## src/rtl/legv8_pkg.sv

```systemverilog
// ============================================================================
// Module   : legv8_pkg
// Purpose  : Shared widths, indices and types for the LEGv8 writeback path.
// Revision : 1.0
// ============================================================================
`default_nettype none

package legv8_pkg;

  localparam int DATA_W        = 64;
  localparam int REG_IDX_W     = 5;
  localparam int WB_FIFO_DEPTH = 2;
  localparam int WB_ENTRY_W    = REG_IDX_W + DATA_W;

  localparam logic [REG_IDX_W-1:0] XZR_IDX = 5'd31;

  typedef enum logic {
    REQ_ALU = 1'b0,
    REQ_MEM = 1'b1
  } req_e;

  typedef struct packed {
    logic [REG_IDX_W-1:0] wr;
    logic [DATA_W-1:0]    wd;
  } wb_entry_t;

endpackage

`default_nettype wire

```

## src/rtl/legv8_wb_fifo.sv

```systemverilog
// ============================================================================
// Module   : legv8_wb_fifo
// Purpose  : Small registered FIFO holding pending writeback entries.
// Revision : 1.0
// ============================================================================
`default_nettype none

module legv8_wb_fifo
  import legv8_pkg::*;
#(
  parameter int WIDTH = WB_ENTRY_W,
  parameter int DEPTH = WB_FIFO_DEPTH
) (
  input  logic             clk,
  input  logic             rst,
  input  logic             push,
  input  logic             pop,
  input  logic [WIDTH-1:0] din,
  output logic             full,
  output logic             empty,
  output logic [WIDTH-1:0] head
);

  localparam int PTR_W = (DEPTH > 1) ? $clog2(DEPTH) : 1;
  localparam int CNT_W = $clog2(DEPTH + 1);

  logic [WIDTH-1:0] r_mem [DEPTH];
  logic [PTR_W-1:0] r_wr_ptr;
  logic [PTR_W-1:0] r_rd_ptr;
  logic [CNT_W-1:0] r_count;
  logic             w_push;
  logic             w_pop;

  // Flags come from the registered count only, so an entry pushed this
  // cycle is not visible to the reader until the next one.
  assign full   = (r_count == CNT_W'(DEPTH));
  assign empty  = (r_count == '0);
  assign head   = r_mem[r_rd_ptr];
  assign w_push = push && !full;
  assign w_pop  = pop && !empty;

  always_ff @(posedge clk) begin
    if (w_push) begin
      r_mem[r_wr_ptr] <= din;
    end
  end

  always_ff @(posedge clk or negedge rst) begin
    if (!rst) begin
      r_wr_ptr <= '0;
      r_rd_ptr <= '0;
      r_count  <= '0;
    end else begin
      if (w_push) begin
        r_wr_ptr <= (r_wr_ptr == PTR_W'(DEPTH - 1)) ? '0 : r_wr_ptr + PTR_W'(1);
      end
      if (w_pop) begin
        r_rd_ptr <= (r_rd_ptr == PTR_W'(DEPTH - 1)) ? '0 : r_rd_ptr + PTR_W'(1);
      end
      case ({w_push, w_pop})
        2'b10:   r_count <= r_count + CNT_W'(1);
        2'b01:   r_count <= r_count - CNT_W'(1);
        default: r_count <= r_count;
      endcase
    end
  end

endmodule

`default_nettype wire

```

## src/rtl/legv8_wb_arbiter.sv

```systemverilog
// ============================================================================
// Module   : legv8_wb_arbiter
// Purpose  : Round-robin merge of ALU and load writebacks into one RF port.
// Revision : 1.0
// ============================================================================
`default_nettype none

module legv8_wb_arbiter
  import legv8_pkg::*;
(
  input  logic                 clk,
  input  logic                 rst,
  input  logic                 alu_valid,
  input  logic [REG_IDX_W-1:0] alu_wr,
  input  logic [DATA_W-1:0]    alu_wd,
  output logic                 alu_ready,
  input  logic                 mem_valid,
  input  logic [REG_IDX_W-1:0] mem_wr,
  input  logic [DATA_W-1:0]    mem_wd,
  output logic                 mem_ready,
  output logic                 RegWrite,
  output logic [REG_IDX_W-1:0] WR,
  output logic [DATA_W-1:0]    WD,
  output logic                 idle
);

  logic      w_alu_full;
  logic      w_alu_empty;
  logic      w_mem_full;
  logic      w_mem_empty;
  wb_entry_t w_alu_head;
  wb_entry_t w_mem_head;
  wb_entry_t w_alu_din;
  wb_entry_t w_mem_din;
  wb_entry_t w_sel;
  logic      w_alu_push;
  logic      w_mem_push;
  logic      w_alu_pop;
  logic      w_mem_pop;
  logic      w_gnt_valid;
  req_e      w_gnt;
  req_e      r_last_gnt;

  // Ready is forced low while reset is held, independent of FIFO state.
  assign alu_ready  = rst && !w_alu_full;
  assign mem_ready  = rst && !w_mem_full;
  assign w_alu_push = alu_valid && alu_ready;
  assign w_mem_push = mem_valid && mem_ready;
  assign w_alu_din  = '{wr: alu_wr, wd: alu_wd};
  assign w_mem_din  = '{wr: mem_wr, wd: mem_wd};

  legv8_wb_fifo #(.WIDTH(WB_ENTRY_W), .DEPTH(WB_FIFO_DEPTH)) u_alu_fifo (
    .clk   (clk),
    .rst   (rst),
    .push  (w_alu_push),
    .pop   (w_alu_pop),
    .din   (w_alu_din),
    .full  (w_alu_full),
    .empty (w_alu_empty),
    .head  (w_alu_head)
  );

  legv8_wb_fifo #(.WIDTH(WB_ENTRY_W), .DEPTH(WB_FIFO_DEPTH)) u_mem_fifo (
    .clk   (clk),
    .rst   (rst),
    .push  (w_mem_push),
    .pop   (w_mem_pop),
    .din   (w_mem_din),
    .full  (w_mem_full),
    .empty (w_mem_empty),
    .head  (w_mem_head)
  );

  assign w_gnt_valid = !w_alu_empty || !w_mem_empty;

  always_comb begin
    w_gnt = REQ_ALU;
    if (w_alu_empty) begin
      w_gnt = REQ_MEM;
    end else if (w_mem_empty) begin
      w_gnt = REQ_ALU;
    end else begin
      w_gnt = (r_last_gnt == REQ_MEM) ? REQ_ALU : REQ_MEM;
    end
  end

  assign w_alu_pop = w_gnt_valid && (w_gnt == REQ_ALU);
  assign w_mem_pop = w_gnt_valid && (w_gnt == REQ_MEM);
  assign w_sel     = (w_gnt == REQ_ALU) ? w_alu_head : w_mem_head;

  // XZR entries are drained like any other but never raise the write enable.
  always_ff @(posedge clk or negedge rst) begin
    if (!rst) begin
      RegWrite   <= 1'b0;
      WR         <= '0;
      WD         <= '0;
      r_last_gnt <= REQ_MEM;
    end else begin
      RegWrite <= w_gnt_valid && (w_sel.wr != XZR_IDX);
      if (w_gnt_valid) begin
        r_last_gnt <= w_gnt;
        WR         <= w_sel.wr;
        WD         <= w_sel.wd;
      end
    end
  end

  assign idle = w_alu_empty && w_mem_empty && !RegWrite;

endmodule

`default_nettype wire

```

## config.mk

```make
export PLATFORM = sky130hd
export DESIGN_NAME = legv8_wb_arbiter
export DESIGN_NICKNAME = d
export VERILOG_FILES = /design/src/rtl/legv8_pkg.sv /design/src/rtl/legv8_wb_fifo.sv /design/src/rtl/legv8_wb_arbiter.sv
export SDC_FILE = /design/constraint.sdc
export NUM_CORES = 1
export LEC_CHECK = 0
export ABC_CLOCK_PERIOD_IN_PS = 8200
export BUFFER_PORTS_ARGS = -buffer_cell sky130_fd_sc_hd__buf_4
export CAP_MARGIN = 15
export CORE_ASPECT_RATIO = 2
export CORE_UTILIZATION = 56
export DETAILED_ROUTE_END_ITERATION = 7
export PLACE_DENSITY = 0.79
export SLEW_MARGIN = 20
export SYNTH_ARGS = -nofsm -noshare
export SYNTH_HDL_FRONTEND = slang
export SYNTH_SLANG_ARGS = --single-unit
```

## constraint.sdc

```tcl
create_clock -name clk -period 8.2 [get_ports clk]
set_input_delay 0.82 -clock clk [delete_from_list [all_inputs] [get_ports clk]]
set_output_delay 0.82 -clock clk [all_outputs]
set_load 0.02 [all_outputs]
```

# Yosys cells after proc, flatten, opt, wreduce, memory -nomap -nowiden
# Memory sizes are Yosys's and may differ from the RTL's.
# Cells that the tools add are included.
[word_totals]
regBits = 79
ramBits = 276
in_bits = 142
output_inout_bits = 73
word_cells = 65
mem_count = 2
[op_classes]
add_sub_neg = 8
n_eq_ne = 7
n_mux = 14
n_bitwise = 1
n_reduce_logical = 23
[memory_table]
columns = ["name", "words", "word_bits", "read_ports", "rd_ports_with_merged_regs", "write_ports", "line", "rtl"]
rows = [
  ["u_alu_fifo.r_mem", 2, 69, 1, 0, 1, "legv8_wb_fifo.sv:27", "logic [WIDTH-1:0] r_mem [DEPTH];"],
  ["u_mem_fifo.r_mem", 2, 69, 1, 0, 1, "legv8_wb_fifo.sv:27", ""],
]
[op_table]
columns = ["cell", "n"]
rows = [
  ["$mux 69", 1],
  ["$logic_and 1x1->1", 13],
  ["$mux 1", 11],
  ["$eq 2x2->1 const B", 4],
  ["$pmux 2 s2", 2],
  ["$logic_not 1->1", 5],
  ["$ne 5x5->1 const B", 1],
  ["$add 1x1->1 const B", 4],
  ["$add 2x1->2 const B", 2],
  ["$eq 2x1->1 const B", 2],
  ["$logic_not 2->1", 2],
  ["$reduce_bool 2->1", 2],
  ["$sub 2x1->2 const B", 2],
  ["$logic_or 1x1->1", 1],
  ["$not 1->1", 1],
]

# Longest topological paths before layout
# Gate-level depths: netlist of the first run.
[depth]
word_depth = 8
ltp_mapped = 10
depth_no_buf = 8

# By module
# A second synthesis of the first run with hierarchy kept.
[unflattened]
cells_unflattened = 720
hier_area_um2 = 14312.5
[by_module_without_submodules]
columns = ["mod", "instances", "cells_each", "area_per_inst_um2", "seq_area_each_um2"]
rows = [
  ["legv8_wb_fifo", 2, 233, 5527.8, 4244.1],
  ["legv8_wb_arbiter", 1, 254, 3256.9, 1778.0],
]

# Worst setup path after synthesis of the first run
# No wires, ideal clock.
[synth_path]
path_type = "input -> register"
startpoint = "input port rst"
endpoint = "memory u_alu_fifo.r_mem[0][0] (netlist bit) (enable)"
setup_time_ps = 497
arrival_ps = 4572
required_ps = 7703
path_slack_ps = 3131
stages = 3
n_path_buf = 0
path_cell_list = "a21boi_0 nand2_1 nor2_1"
[synth_between]
elab_chain_cells = 5
[synth_lines]
columns = ["element", "line", "rtl"]
rows = [
  ["start, declared", "legv8_wb_arbiter.sv:12", "input logic rst,"],
  ["$logic_and 1x1->1", "legv8_wb_arbiter.sv:45", "assign alu_ready = rst && !w_alu_full;"],
  ["$logic_and 1x1->1", "legv8_wb_arbiter.sv:47", "assign w_alu_push = alu_valid && alu_ready;"],
  ["$logic_and 1x1->1", "legv8_wb_fifo.sv:39", "assign w_push = push && !full;"],
  ["$mux 1", "legv8_wb_fifo.sv:43", "if (w_push) begin"],
  ["$mux 1 (not written as such)", "legv8_wb_fifo.sv:44", "r_mem[r_wr_ptr] <= din;"],
  ["end, declared", "legv8_wb_fifo.sv:27", ""],
]
# No other way between the ends.

# Worst setup path in the final report of the first run
[layout_path]
startpoint = "register u_mem_fifo.r_count[0]"
endpoint = "register u_alu_fifo.r_count[1]"
[layout_between]
elab_chain_cells = 8
elab_cells_between_ends = 12
classes_between = "eq/ne (2); mux (3); bitwise (1); reduce/logical (6)"
[layout_lines]
columns = ["element", "line", "rtl"]
rows = [
  ["start, declared", "legv8_wb_fifo.sv:30", "logic [CNT_W-1:0] r_count;"],
  ["start signal, assigned", "legv8_wb_fifo.sv:61", "2'b10: r_count <= r_count + CNT_W'(1);"],
  ["start signal, assigned", "legv8_wb_fifo.sv:62", "2'b01: r_count <= r_count - CNT_W'(1);"],
  ["start signal, assigned", "legv8_wb_fifo.sv:63", "default: r_count <= r_count;"],
  ["$logic_not 2->1 *", "legv8_wb_fifo.sv:37", "assign empty = (r_count == '0);"],
  ["$mux 1", "legv8_wb_arbiter.sv:80", "end else if (w_mem_empty) begin"],
  ["$mux 1", "legv8_wb_arbiter.sv:78", "if (w_alu_empty) begin"],
  ["$not 1->1", "n/a", ""],
  ["$logic_and 1x1->1 *", "legv8_wb_arbiter.sv:87", "assign w_alu_pop = w_gnt_valid && (w_gnt == REQ_ALU);"],
  ["$logic_and 1x1->1 *", "legv8_wb_fifo.sv:40", "assign w_pop = pop && !empty;"],
  ["$eq 2x1->1 / $eq 2x2->1 (equally long branches)", "legv8_wb_fifo.sv:60", "case ({w_push, w_pop})"],
  ["$pmux 2 s2 / $reduce_bool 2->1 (equally long branches)", "n/a", ""],
  ["end signal, assigned", "legv8_wb_fifo.sv:61", ""],
  ["end signal, assigned", "legv8_wb_fifo.sv:62", ""],
  ["end signal, assigned", "legv8_wb_fifo.sv:63", ""],
  ["end, declared", "legv8_wb_fifo.sv:30", ""],
]
# Mark *: on every way between the ends. The rest lies on a longest branch, timed or not.
# A chain may end at the register's enable or synchronous reset.

==> results.yml, run 1 <==
outcome:
  status: "finished, final reports clean"
drt:
  vias: 7503
  first_pass_iters: 5
  antenna_left: 0
  drc: 0
  routed_wl_um: 28300
  routed_via_density: 5.77
  wl_per_cell_um: 21.7
  drt_iter0_drc: 376
clocking:
  cts.sinks: 355
  clkTransAtPathRegs_ns: 0.07
  postCtsSetupBuffers: 0
  cts-resized-gates: 0
  htreeDepth: 1
  cts_tree: "built"
  cts_buffers: 29
  worstSkewPairLatency_ns: 0.55
  hold_buffers: 0
  cts_root_buffer: "clkbuf_16"
  clk_path_buf_depth: 3
worst_setup_path:
  critical_path_class: "reg2reg"
  rrSetupSlack_ns: 5.03
  cpMostUsedCell: "nor2_1"
  cp.required_ns: 8.67
  crit_path_top_delay_cell: "buf_4"
  path_max_fanout: 71
  slowest_delay_ns: 0.71
  crit_arrival_ns: 3.64
  end_kind: "register"
  start_kind: "register"
  path_cells: "nor2_1 -> o22ai_4 -> buf_4 -> inv_2 -> ha_1 -> xnor2_1 -> nor2_1 -> xor2_1"
placement:
  dp_slack_ns: 4.64
  io_buffers: 214
  hpwl_um: 17500
  place_congestion: 0.785
job:
  max_cap_violations: 0
logic_synthesis:
  synth_top_area_share_pct: 62.5
  synth_common_cells: "276 x edfxtp_1, 78 x dfrtp_1, 72 x nand2_1"
  synth_area_leader_cell: "edfxtp_1"
  ys.warnings.count: 0
  syn_area_um2: 13300
  synth.distinct_cells: 31
  synthArstFlopShare_pct: 22.3
  ys_seq_elements: 355
  yosysSeqAreaShare_pct: 77.4
  synth-edff-count: 276
  yosysMostFrequentCell: "edfxtp_1"
  synth-main-ff-cell: "edfxtp_1"
  syn_area_per_cell_um2: 16.7
  netlist_instances: 792
  synth_nets: 936
  yosys-top-cells-area: "edfxtp_1 62%, dfrtp_1 15%, mux2i_1 5.3%"
floorplan:
  die_w_um: 111
  die-area_um2: 24300
  start_util_pct: 57.1
  row_count: 79
  io_pins: 215
  fp.dieH_um: 220
  core_um2: 23200
timing:
  clock_skew_ns: 0.0168
  hold_ws_ns: 0.188
  fmax_mhz: 316
  rsz0062_at_grt: "false"
  slew_headroom_pct: 29.0
  min_period_ns: 3.17
  slew_violations: 0
  finalHoldViolations: 0
  setup_tns_ns: 0
  fin_crit_sh_pct: 38.6
  setup_viol: 0
  tightest_slew_ns: 1.06
  layout_setup_ws_ns: 5.03
cells_and_area:
  fill_cells: 1457
  drive_above_1_share_pct: 27.6
  nNetsFinal: 1139
  synthToLayoutAreaGrowth_pct: 21.4
worst_hold_path:
  min_path_type: "in2async"
power:
  ir_worst_vdd_mv: 0.306
  power_leakage_nw: 5.91
  power_density_nw_per_um2: 371
  total_power_w: 0.00597
grt:
  grt_pass1_wl_um: 42600
  grt_pass1_vias: 7745
  antenna_found_initial: 1
  grt_max_degree: 80
  grt_usage_pct: 23.3
  overflow: 0
[per-stage QoR]
step | util (%) | area, um2 | cells
after detailed placement | 65.0 | 15100 | 1247
after floorplan | - | 13300 | 792
after global placement | 65.0 | 15100 | 1247
final | 69.3 | 16100 | 1301
after global routing | 69.3 | 16100 | 1301
after CTS | 69.3 | 16100 | 1300
[registers in the layout, summed over array words and instances, names as in the netlist, 2 cells and up]
signal	count
u_alu_fifo.r_mem	138
u_mem_fifo.r_mem	138
WR	5
WD	64
u_alu_fifo.r_count	2
u_mem_fifo.r_count	2
[worst max-delay path, delay by kind of cell (launching register included)]
kind / cells / cell delay, ns
xor gates and xnor gates: 2 / 0.30
adders and majority gates: 1 / 0.41
DFF: 1 / 0.54
AOI/OAI and AO/OA: 1 / 0.15
buffers and inverters: 2 / 1.30
and+or+nand+nor: 2 / 0.25
[logic make-up after synthesis]
logic type	Yosys count	share of synthesized area (%)
AOI/OAI and AO/OA	145	8.56
xor gates and xnor gates	10	0.660
adders and majority gates	2	0.189
buffers and inverters	54	1.81
DFF	355	77.4
muxes	73	5.54
and+or+nand+nor	153	5.85
[where the power goes]
group | leakage, nW | switching [W] | total (W) | internal [W]
clock network | 0.474 | 0.000627 | 0.00145 | 0.000821
registers | 3.46 | 0.000293 | 0.00266 | 0.00236
logic | 1.98 | 0.00111 | 0.00186 | 0.000752
[final timing paths]
kind                                       start                 endpoint  depth (start not counted)
max                        u_mem_fifo.r_count[0]    u_alu_fifo.r_count[1]                          8
min reg2reg                               WD[17]                   WD[17]                          2
min in group clk                      mem_wd[52]  u_mem_fifo.r_mem[0][52]                          1
max reg2reg                u_mem_fifo.r_count[0]    u_alu_fifo.r_count[1]                          8
max in group asynchronous                    rst      u_alu_fifo.r_rd_ptr                          2
min                                          rst    u_alu_fifo.r_count[0]                          1
[cells in the final DEF, fill, tap and decap left out, drive strengths merged, types with 2 or more instances in the layout]
| master | instances |
|---|---|
| a211oi | 69 |
| a21boi | 2 |
| and3 | 2 |
| buf | 222 |
| bufinv | 5 |
| clkbuf | 34 |
| clkinv | 10 |
| clkinvlp | 4 |
| dfrtp | 78 |
| edfxtp | 276 |
| ha | 2 |
| inv | 4 |
| mux2 | 3 |
| mux2i | 70 |
| nand2 | 72 |
| nor2 | 6 |
| nor2b | 69 |
| nor4 | 2 |
| o21ai | 5 |
| o221ai | 32 |
| o31ai | 34 |
| xnor2 | 8 |
| xor2 | 2 |
[per-layer routing]
| layer | up-vias | global-route usage (%) | share of wire, % |
|---|---|---|---|
| li1 | 3460 | - | - |
| met2 | 228 | 42.8 | 55 |
| met1 | 3759 | 26.8 | 37 |
| met4 | 0 | 10.8 | 3.9 |
| met5 | - | 0 | 0 |
| met3 | 56 | 3.44 | 4.5 |
[layout make-up]
cell class | instances | area, um2 | share of cell area, %
clock inverters | 19 | 244 | 1.52
inverters | 4 | 15.0 | 0.0933
flip-flops and latches | 355 | 10300 | 63.8
clock buffers | 34 | 754 | 4.69
multi-input cells | 383 | 2790 | 17.3
well taps | 283 | 354 | 2.20
diodes | 1 | 2.50 | 0.0155
repair buffers | 222 | 1670 | 10.4
(Power assumes the default switching activity.)
==> run 2, diff against run 1 <==
--- a/config.mk
+++ b/config.mk
@@ -5,7 +5,7 @@
 export SDC_FILE = /design/constraint.sdc
 export NUM_CORES = 1
 export LEC_CHECK = 0
-export ABC_CLOCK_PERIOD_IN_PS = 8200
+export ABC_CLOCK_PERIOD_IN_PS = 3200
 export BUFFER_PORTS_ARGS = -buffer_cell sky130_fd_sc_hd__buf_4
 export CAP_MARGIN = 15
 export CORE_ASPECT_RATIO = 2
==> constraint.sdc (replaced) <==
create_clock -name clk -period 3.2 [get_ports clk]
set_input_delay 0.32 -clock clk [delete_from_list [all_inputs] [get_ports clk]]
set_output_delay 0.32 -clock clk [all_outputs]
set_load 0.02 [all_outputs]
==> run 2 against run 1 <==
Global-route usage is 2.8 points higher. Routed wire length increased by 11%. Largest power group unchanged. Flip-flop and latch count stayed put. Critical endpoint is now idle. Sequential share of layout area down 5.5 points. Power grew to 2.6 times the previous value. Die area is the same. Critical path type is now reg2out.
==> results.yml, run 2 (synthesis gave the netlist of run 1 again) <==
timing:
  rsz0062_at_grt: "false"
  slew_headroom_pct: 30.4
  finalHoldViolations: 0
  setup_tns_ns: 0
  setup_viol: 0
  slew_violations: 0
  fmax_mhz: 407
  min_period_ns: 2.46
  tightest_slew_ns: 1.04
  clock_skew_ns: 0.0107
  fin_crit_sh_pct: 76.9
worst_setup_path:
  cp.required_ns: 2.88
  path_max_fanout: 42
  cpMostUsedCell: "buf_4"
  crit_arrival_ns: 2.14
  end_kind: "primary output"
  critical_path_class: "reg2out"
  slowest_delay_ns: 0.49
  start_kind: "register"
  crit_path_top_delay_cell: "dfrtp_1"
  path_cells: "nor4_4 -> buf_4 -> nor2b_1 -> buf_4"
drt:
  vias: 8163
  first_pass_iters: 5
  antenna_left: 0
  drt_iter0_drc: 493
  wl_per_cell_um: 21.6
  drc: 0
  routed_wl_um: 31300
  routed_via_density: 5.62
cells_and_area:
  layout_common_cells: "276 x edfxtp_1, 226 x buf_4, 139 x dlygate4sd3_1"
  reg_top3: "u_alu_fifo.r_mem x138, u_mem_fifo.r_mem x138, WD x64"
  synthToLayoutAreaGrowth_pct: 32.9
  final_cells: 1453
  nNetsFinal: 1286
  final_common_cell: "edfxtp_1"
  drive_above_1_share_pct: 25.0
  fill_cells: 1291
floorplan:
  start_util_pct: 57.1
  io_pins: 215
  row_count: 79
  die_w_um: 111
  core_um2: 23200
  die-area_um2: 24300
  fp.dieH_um: 220
grt:
  antenna_found_initial: 3
  grt_max_degree: 69
  overflow: 0
  grt_pass1_vias: 8926
  grt_usage_pct: 26.2
  grt_pass1_wl_um: 48100
placement:
  hpwl_um: 18100
  place_congestion: 0.748
  io_buffers: 214
  place_inst: 1254
clocking:
  worstSkewPairLatency_ns: 0.56
  clkTransAtPathRegs_ns: 0.07
  cts-resized-gates: 0
  clk_path_buf_depth: 3
  cts_tree: "built"
  cts_buffers: 30
  cts_root_buffer: "clkbuf_16"
  htreeDepth: 1
  cts.sinks: 355
job:
  max_cap_violations: 0
outcome:
  status: "finished, final reports clean"
worst_hold_path:
  min_path_type: "in2reg"
power:
  power_density_nw_per_um2: 889
  power_leakage_nw: 6.56
  ir_worst_vdd_mv: 0.742
[run 2: cell count changes in the layout (fill, tap and decap cells not counted), sizes merged, moves of 2 or more]
cell / delta
buf: +7
clkbuf: +6
clkinv: -3
diode: +3
dlygate4sd3: +139
inv: +2
[run 2: cell type report]
type                       instances  area [um2]  area share, %
antenna                            4        10.0         0.0568
inverter                           4        15.0         0.0852
tap                              283         354           2.01
clock buffer                      40         840           4.76
clock inverter                    16         196           1.11
multi-input combinational        383        2790           15.8
sequential                       355       10300           58.3
timing repair buffer             368        3150           17.9
[run 2: path summary, 6_finish.rpt]
path | end | from | cells past startpoint | slack [ns]
worst max-delay path | idle | u_mem_fifo.r_count[0] | 4 | 0.74
worst max register to register | u_mem_fifo.r_mem[0][41] | u_mem_fifo.r_count[0] | 5 | 0.98
worst min register to register | WD[29] | WD[29] | 2 | 0.48
worst min-delay path | u_mem_fifo.r_wr_ptr | mem_valid | 3 | 0.15
min in group asynchronous | u_mem_fifo.r_rd_ptr | rst | 2 | 0.22
max in group asynchronous | u_alu_fifo.r_rd_ptr | rst | 3 | 1.73
[run 2: layer usage]
layer / wire length [um] / GRT usage [%] / vias up / share of wire, %
met5: 0 / 0 / - / 0
met4: 1310 / 13.3 / 0 / 4.2
met3: 1550 / 3.63 / 72 / 4.9
met2: 17400 / 48.9 / 296 / 56
met1: 11000 / 28.8 / 4048 / 35
li1: - / - / 3747 / -
[run 2: report_power, final]
part	total [W]	switching, W	internal (W)
Clock	0.00379	0.00161	0.00218
Sequential	0.00686	0.000806	0.00605
Combinational	0.00502	0.00292	0.00210
Total	0.0157	0.00534	0.0103
[run 2: repair_timing]
| action | CTS | global route |
|---|---|---|
| buffers inserted | 0 | 0 |
| hold buffers | 139 | 0 |
| setup endpoints to repair | 0 | 0 |
| hold endpoints to repair | 292 | 0 |
[run 2: worst max-delay path, delay by kind of cell, from the launching register on]
| family | cells | cell delay, ns |
|---|---|---|
| and+or+nand+nor | 2 | 0.50 |
| DFF | 1 | 0.49 |
| buffers and inverters | 2 | 0.57 |
[run 2: through the flow]
step	hold WS, ns	utilization (%)	setup slack [ns]	cell area (um2)	total power (W)
finish	0.148	75.9	0.740	17600	0.0157
global route	0.158	75.9	0.640	17600	0.0164
CTS	0.126	75.8	0.688	17600	0.0157
detailed placement	0.207	65.4	0.927	15200	0.0118
global placement	0.206	65.4	1.02	15200	0.0116
floorplan	0.0244	-	0.304	13300	0.00989
==> run 3, diff against run 2 <==
--- a/config.mk
+++ b/config.mk
@@ -5,13 +5,13 @@
 export SDC_FILE = /design/constraint.sdc
 export NUM_CORES = 1
 export LEC_CHECK = 0
-export ABC_CLOCK_PERIOD_IN_PS = 3200
+export ABC_CLOCK_PERIOD_IN_PS = 2200
 export BUFFER_PORTS_ARGS = -buffer_cell sky130_fd_sc_hd__buf_4
 export CAP_MARGIN = 15
 export CORE_ASPECT_RATIO = 2
-export CORE_UTILIZATION = 56
+export CORE_UTILIZATION = 51
 export DETAILED_ROUTE_END_ITERATION = 7
-export PLACE_DENSITY = 0.79
+export PLACE_DENSITY = 0.76
 export SLEW_MARGIN = 20
 export SYNTH_ARGS = -nofsm -noshare
 export SYNTH_HDL_FRONTEND = slang
==> constraint.sdc (replaced) <==
create_clock -name clk -period 2.2 [get_ports clk]
set_input_delay 0.22 -clock clk [delete_from_list [all_inputs] [get_ports clk]]
set_output_delay 0.22 -clock clk [all_outputs]
set_load 0.02 [all_outputs]
==> run 3 against run 2 <==
First-iteration DRC count decreased by 8.3%. Final area increased by 1.2%. Flip-flop and latch count unchanged. Critical path type is now reg2reg. Global-route usage decreased by 1.5 points. Largest cell class unchanged. Power increased by 45%. Clock skew increased by 0.0051 ns. Hold slack got worse by 0.11 ns. Via count increased by 0.99%. Register-to-register slack got worse by 0.81 ns. Sequential power increased by 44%. Cell count increased by 4.6%. Highest routed layer unchanged.
==> results.yml, run 3 (synthesis gave the netlist of run 1 again) <==
drt:
  first_pass_iters: 5
  antenna_left: 0
  drt_iter0_drc: 452
  drc: 0
  routed_via_density: 5.42
  routed_wl_um: 31500
  vias: 8244
  wl_per_cell_um: 20.7
clocking:
  cts_tree: "built"
  cts.sinks: 355
  cts_root_buffer: "clkbuf_16"
  clk_path_buf_depth: 3
  cts_buffers: 29
  worstSkewPairLatency_ns: 0.55
  htreeDepth: 1
  clkTransAtPathRegs_ns: 0.07
worst_setup_path:
  rrSetupSlack_ns: 0.17
  crit_arrival_ns: 2.44
  path_depth: 6
  path_cells: "nor2_1 -> o22ai_4 -> inv_2 -> buf_6 -> a211oi_1 -> o31ai_1"
  end_kind: "register"
  slowest_delay_ns: 0.51
  critical_path_class: "reg2reg"
  cp.required_ns: 2.61
  r2r_start: "u_mem_fifo.r_count[1]"
  start_kind: "register"
  timing.critical_path.buf_inv: 2
  crit_path_top_delay_cell: "dfrtp_1"
  endpoint: "WD[45]"
  critPathLaunch: "u_mem_fifo.r_count[1]"
  path_delay_family: "compound AO/OA/AOI/OAI gates"
  timing.rr.end: "WD[45]"
  r2r_cells: 6
  path_max_fanout: 32
timing:
  slew_headroom_pct: 53.7
  setup_tns_ns: 0
  setup_viol: 0
  slew_violations: 0
  tightest_slew_ns: 0.695
  rsz0062_at_grt: "false"
  layout_setup_ws_ns: 0.170
  fin_crit_sh_pct: 92.3
  clock_skew_ns: 0.0158
  finalHoldViolations: 0
  fmax_mhz: 493
  min_period_ns: 2.03
worst_hold_path:
  worstHoldStart: "alu_valid"
  min_path_type: "in2reg"
cells_and_area:
  final_common_cell: "edfxtp_1"
  synthToLayoutAreaGrowth_pct: 34.5
  drive_above_1_share_pct: 25.9
  fill_cells: 1657
  reg_top3: "u_alu_fifo.r_mem x138, u_mem_fifo.r_mem x138, WD x64"
  final_util_pct: 69.6
  layout_common_cells: "276 x edfxtp_1, 231 x buf_4, 140 x dlygate4sd3_1"
  nNetsFinal: 1299
placement:
  io_buffers: 214
  dp_slack_ns: 0.236
  hpwl_um: 18500
  place_congestion: 0.754
grt:
  overflow: 0
  grt_pass1_vias: 9061
  antenna_found_initial: 3
  grt_usage_pct: 24.7
  grt_pass1_wl_um: 48500
  grt_max_degree: 56
floorplan:
  fp.dieH_um: 230
  die_w_um: 116
  start_util_pct: 51.7
  io_pins: 215
  core_um2: 25700
  row_count: 83
  die-area_um2: 26700
power:
  power_density_nw_per_um2: 1280
  ir_worst_vdd_mv: 1.04
  power_leakage_nw: 6.63
  total_power_w: 0.0228
outcome:
  status: "finished, final reports clean"
job:
  max_cap_violations: 0
[run 3: cell types whose count changed in the layout (fill, tap and decap cells not counted), sizes merged]
cell	change
clkinv	-3
inv	-2
clkinvlp	-2
buf	+13
bufinv	-1
dlygate4sd3	+1
diode	-1
clkbuf	+5
[run 3: layer usage]
layer	GRT usage, %	wire [um]	vias up
li1	-	-	3778
met1	26.7	11200	4109
met2	45.8	17500	291
met3	3.45	1570	66
met4	12.2	1180	0
met5	0	0	-
[run 3: how the worst min path moves through the flow]
stage | end | slack (ns) | cells after the start
final | u_alu_fifo.r_wr_ptr | 0.04 | 3
after global routing | u_alu_fifo.r_wr_ptr | 0.04 | 3
after CTS | u_alu_fifo.r_wr_ptr | 0.009 | 3
after detailed placement | u_mem_fifo.r_count[1] | 0.03 | 1
after global placement | u_mem_fifo.r_count[0] | 0.03 | 1
after floorplan | RegWrite | -0.08 | 0
[run 3: through the flow]
stage / instance area [um2] / hold slack (ns) / instances
floorplan: 13300 / -0.0756 / 792
global placement: 15500 / 0.0257 / 1323
detailed placement: 15500 / 0.0284 / 1323
CTS: 17800 / 0.00853 / 1516
global route: 17800 / 0.0359 / 1520
finish: 17800 / 0.0357 / 1520
[run 3: power breakdown]
| group | switching, W | leakage, nW | internal [W] |
|---|---|---|---|
| clock network | 0.00224 | 0.468 | 0.00299 |
| registers | 0.00104 | 3.46 | 0.00880 |
| logic | 0.00444 | 2.71 | 0.00328 |
[run 3: tightest hold or removal path, stage by stage]
cell and delay, ns:
buf_4 0.12, nand2_2 0.12, xnor2_1 0.07
[run 3: final cells by class]
cell class	count	area [um2]	area share, %
clock buffer	45	846	4.74
inverter	4	15.0	0.0842
multi-input combinational	383	2820	15.8
tap	340	425	2.38
antenna	3	7.51	0.0421
timing repair buffer	382	3340	18.7
clock inverter	8	116	0.652
sequential	355	10300	57.6
[run 3: what timing repair did]
item | in CTS | in global routing
gates resized for setup | 0 | 2
endpoints found under the setup margin | 1 | 3
pin swaps | 1 | 1
buffers inserted | 0 | 1
hold buffers | 140 | 0
hold endpoints to repair | 310 | 0
